**config.mk**
```make
export PLATFORM = sky130hd
export DESIGN_NAME = pkt_rr_arb_ctrl
export DESIGN_NICKNAME = d
export VERILOG_FILES = /design/src/rtl/pkt_rr_arb_ctrl_pkg.sv /design/src/rtl/pkt_rr_arb_ctrl_fixed_arbiter_base.sv /design/src/rtl/pkt_rr_arb_ctrl.sv
export SDC_FILE = /design/constraint.sdc
export NUM_CORES = 1
export LEC_CHECK = 0
export ABC_CLOCK_PERIOD_IN_PS = 6750
export CORE_UTILIZATION = 45
export DETAILED_ROUTE_END_ITERATION = 8
export PLACE_DENSITY = 0.72
export SLEW_MARGIN = 20
export SYNTH_ARGS = -nofsm -noshare
export SYNTH_HDL_FRONTEND = slang
export SYNTH_SLANG_ARGS = --single-unit
```
**constraint.sdc**
```tcl
create_clock -name clk -period 6.75 [get_ports clk]
set_clock_uncertainty 0.2 [all_clocks]
set_input_delay 1.6875 -clock clk [delete_from_list [all_inputs] [get_ports clk]]
set_output_delay 1.6875 -clock clk [all_outputs]
set_load 0.005 [all_outputs]
```
**src/rtl/pkt_rr_arb_ctrl_pkg.sv**
```systemverilog
// rtl/pkt_rr_arb_ctrl_pkg.sv - shared types and helpers for the packet round-robin arbiter
package pkt_rr_arb_ctrl_pkg;

  // Controller state: IDLE arbitrates every cycle, LOCKED holds one port until its tail.
  typedef enum logic {
    IDLE   = 1'b0,
    LOCKED = 1'b1
  } state_t;

  // Rotate a width-n vector left by one; bit n-1 wraps to bit 0. Carried at 64 bits
  // so one function serves any port count; callers cast the result back to width.
  function automatic logic [63:0] rotl1(input logic [63:0] v, input int unsigned n);
    logic [63:0] mask;
    mask  = (64'd1 << n) - 64'd1;
    rotl1 = ((v << 1) | (v >> (n - 1))) & mask;
  endfunction

  // Stall counter width, wide enough to hold STALL_MAX.
  function automatic int stall_cnt_w(input int stall_max);
    stall_cnt_w = $clog2(stall_max + 1);
  endfunction

endpackage

```
**src/rtl/pkt_rr_arb_ctrl_fixed_arbiter_base.sv**
```systemverilog
// rtl/pkt_rr_arb_ctrl_fixed_arbiter_base.sv - fixed-priority arbiter with rotating base and single-port override
module fixed_arbiter_base #(
  parameter int NUM_REQ = 4
) (
  input  logic [NUM_REQ-1:0] request,
  input  logic [NUM_REQ-1:0] base,
  input  logic               arb_enable,
  input  logic [NUM_REQ-1:0] single_mask,
  output logic [NUM_REQ-1:0] grant
);

  logic [2*NUM_REQ-1:0] double_req;
  logic [2*NUM_REQ-1:0] double_grant;

  // Circular priority search: subtracting the one-hot base from the doubled request
  // vector clears everything below the first requester at or after base.
  always_comb begin
    double_req   = {request, request};
    double_grant = double_req & ~(double_req - {{NUM_REQ{1'b0}}, base});
    if (arb_enable) begin
      grant = double_grant[NUM_REQ-1:0] | double_grant[2*NUM_REQ-1:NUM_REQ];
    end else begin
      grant = single_mask & request;
    end
  end

endmodule

```
**src/rtl/pkt_rr_arb_ctrl.sv**
```systemverilog
// rtl/pkt_rr_arb_ctrl.sv - packet-level round-robin arbitration controller for one output port
module pkt_rr_arb_ctrl
  import pkt_rr_arb_ctrl_pkg::*;
#(
  parameter int NUM_REQ   = 4,
  parameter int STALL_MAX = 16
) (
  input  logic               clk,
  input  logic               rst_n,
  input  logic [NUM_REQ-1:0] request,
  input  logic [NUM_REQ-1:0] req_tail,
  input  logic               out_ready,
  output logic [NUM_REQ-1:0] grant,
  output logic               grant_valid,
  output logic               xfer,
  output logic               locked,
  output logic [NUM_REQ-1:0] base_q,
  output logic               stall_err
);

  localparam int CW = stall_cnt_w(STALL_MAX);

  state_t             state;
  logic [NUM_REQ-1:0] lock_mask;
  logic [CW-1:0]      stall_cnt;
  logic               arb_enable;
  logic               tail_hit;
  logic [NUM_REQ-1:0] grant_rot;
  logic [NUM_REQ-1:0] lock_rot;

  assign arb_enable = (state == IDLE);

  fixed_arbiter_base #(
    .NUM_REQ (NUM_REQ)
  ) u_arb (
    .request     (request),
    .base        (base_q),
    .arb_enable  (arb_enable),
    .single_mask (lock_mask),
    .grant       (grant)
  );

  assign grant_valid = |grant;
  assign xfer        = grant_valid & out_ready;
  assign tail_hit    = |(grant & req_tail);
  assign locked      = (state == LOCKED);
  assign grant_rot   = NUM_REQ'(rotl1(64'(grant), NUM_REQ));
  assign lock_rot    = NUM_REQ'(rotl1(64'(lock_mask), NUM_REQ));

  // Packet lock FSM, round-robin pointer update and lock stall watchdog.
  always_ff @(posedge clk or negedge rst_n) begin
    if (!rst_n) begin
      state     <= IDLE;
      base_q    <= NUM_REQ'(1);
      lock_mask <= '0;
      stall_cnt <= '0;
      stall_err <= 1'b0;
    end else begin
      stall_err <= 1'b0;
      case (state)
        IDLE: begin
          stall_cnt <= '0;
          if (xfer) begin
            if (tail_hit) begin
              base_q <= grant_rot;
            end else begin
              state     <= LOCKED;
              lock_mask <= grant;
            end
          end
        end
        LOCKED: begin
          if (xfer) begin
            stall_cnt <= '0;
            if (tail_hit) begin
              state     <= IDLE;
              base_q    <= lock_rot;
              lock_mask <= '0;
            end
          end else if (stall_cnt == CW'(STALL_MAX - 1)) begin
            // Report the stall but keep the lock so the packet stays intact.
            stall_err <= 1'b1;
            stall_cnt <= '0;
          end else begin
            stall_cnt <= stall_cnt + CW'(1);
          end
        end
        default: begin
          state     <= IDLE;
          lock_mask <= '0;
          stall_cnt <= '0;
        end
      endcase
    end
  end

endmodule
```
==> flow_summary.toml <==
[run]
cap_viol_max_count = 0

[yosys]
seq_area_frac_synth_pct = 34.1
yosysTopAreaCellShare_pct = 31.7
yosysTopAreaCell = "dfrtp_1"
syn_nets = 131
synth_flop_cell = "dfrtp_1"
syn_area_per_cell_sq_um = 9.60
netlist_area_sq_mm = 0.00110
yosysMostFrequentCell = "dfrtp_1"
synthTopCellsByArea = "dfrtp_1 32%, ha_1 4.5%, nor2b_1 4.0%"
synth_edf_count = 0
async_flop_share_pct = 100
ys_ff_latch = 15
yosysWarnings = 0
synthCells = 115
synth_common_cells = "14 x dfrtp_1, 8 x inv_1, 8 x nor2_1"
post_synth_num_cell_types = 43

[floorplanning]
ioPinCount = 23
fp.dieW_um = 51.5
core_area_sq_mm = 0.00225
rows = 17
die_h_um = 51.5
die_area_sq_mm = 0.00265
initial_core_util_pct = 48.9

[placement]
post-place-ws_ps = 249
dpl_cell_area_sq_mm = 0.00135
port_buffers = 22
gp_congestion = 0.818
placedCellCount = 162
hpwlAfterDp_um = 1970

[detailed_routing]
wire_per_inst_um = 15.3
drt_pass1_iterations = 4
ant_nets = 0
via_count = 964
vias_per_cell = 5.81
drt-total-wl_um = 2540
drc = 0
drtIter0Drc = 13

[timing]
finalCritPeriodShare_pct = 96.8
worstMarginPinSlew_ps = 829
max_freq_mhz = 153
max-slew-margin-rel_pct = 44.7
setup_violations = 0
grt_setup_unrepaired = "no"
setup_slack_ps = 216
fin_crit_ps = 6530
finalHoldViolCount = 0
slew_viol_final = 0
finalSetupTns_ps = 0

[critical_path]
cp-start-kind = "input pin"
arrival_ps = 4650
crit_path_end_kind = "primary output"
path_max_fanout = 7
critPathKind = "in2out"
cp.required_ps = 4860

[global_routing]
grt_pass1_vias = 937
track_usage_pct = 22.0
grt_pass1_wl_um = 4260
grt_max_degree = 27
overflow = 0
antenna_found_initial = 0

[clock_tree]
htree_levels = 1
path_clk_slew_ps = 80
cts.sinks = 15
cts_buffer_depth = 2
cts-resized-gates = 0
insertion_delay_ps = 270
clockRootBuffer = "clkbuf_4"
cts_tree = "done"
cts_made_buffers = 3
cts_setup_buffers = 0
holdBufCountCts = 0

[status]
outcome = "complete, no violations"

[final_layout]
fin_cells = 166
seq_area_sq_um = 377
fillers = 222
antenna_cells = 0
area_growth_pct = 24.4
multi_input_area_sq_um = 684
fin_area_sq_mm = 0.00137
final_nets = 155
layout-drive-gt1-share_pct = 12.3

[min_path]
worstHoldPathType = "reg2reg"

[power]
power_leakage_nw = 0.588
powerDensity_mw_per_mm2 = 444
irDropWorstVdd_v = 0.000216
-- cells by family after synthesis --
logic type	Yosys count	synth area share, %
simple gates	46	23.5
compound gates	29	24.3
flops	15	34.1
buf+inv	11	3.85
mux	5	4.76
fa+ha+maj	5	6.35
xor+xnor	4	3.18
-- layout by cell type, fill, tap and decap left out, types with 3 or more instances in the layout --
cell,instances
dfrtp_1,14
nor2b_1,7
clkdlybuf4s50_1,22
a21oi_1,3
a211oi_1,3
nor3_2,3
nand3_1,4
inv_1,8
a22oi_1,3
a221o_1,4
mux2i_1,3
nand2_1,7
ha_1,4
nor2_1,8
nand2b_1,4
and3_1,3
nor3b_1,3
clkbuf_4,3
nor3_1,3
-- power breakdown --
group / switching [mW] / leakage (nW) / internal [mW]
logic: 0.181 / 0.383 / 0.200
clock network: 0.0260 / 0.0150 / 0.0229
registers: 0.0550 / 0.190 / 0.125
-- registers in the layout, indices dropped and copies added (netlist names), named ones only --
register   cells
stall_err      1
stall_cnt      5
lock_mask      4
base_q         4
-- stage by stage --
stage,hold WS [ps],utilization [%],power (mW)
after floorplan,241,-,0.428
after global placement,258,59.7,0.551
after detailed placement,266,59.7,0.559
after CTS,277,60.9,0.613
after global routing,306,60.9,0.665
final,273,60.9,0.610
-- worst max-delay path, stage by stage --
cell	delay [ps]
clkdlybuf4s50_1	600
inv_1	100
fa_1	450
xor2_1	190
o311ai_1	390
o21ai_1	140
a311o_2	440
nand2_2	160
inv_1	50
clkdlybuf4s50_1	440
-- final timing paths --
path | start | slack [ps] | depth (start not counted) | to
min in group asynchronous | rst_n | 1610 | 1 | lock_mask[3]$_DFFE_PN0P_
worst max register to register | base_q[0]$_DFFE_PN1P_ | 3820 | 8 | base_q[1]$_DFFE_PN0P_
worst min-delay path | stall_cnt[4]$_DFF_PN0_ | 270 | 1 | stall_err$_DFF_PN0_
max in group asynchronous | rst_n | 4310 | 1 | base_q[1]$_DFFE_PN0P_
worst min register to register | stall_cnt[4]$_DFF_PN0_ | 270 | 1 | stall_err$_DFF_PN0_
worst max-delay path | request[1] | 220 | 10 | xfer
-- layout make-up --
type,count,share of cell area (%)
Tap cell,28,2.55
Inverter,8,2.19
Timing Repair Buffer,22,16.0
Clock buffer,4,1.91
Multi-Input combinational cell,89,49.9
Sequential cell,15,27.4
-- per-layer routing --
metal / GRT usage (%) / vias to the layer above / wire length [um] / share of wire, %
met4: 8.56 / 0 / 36 / 1.4
li1: - / 469 / - / -
met3: 3.22 / 4 / 97 / 3.8
met1: 27.6 / 473 / 1150 / 45
met2: 37.9 / 18 / 1260 / 49
met5: 0 / - / 0 / 0
(Power assumes the default switching activity.)
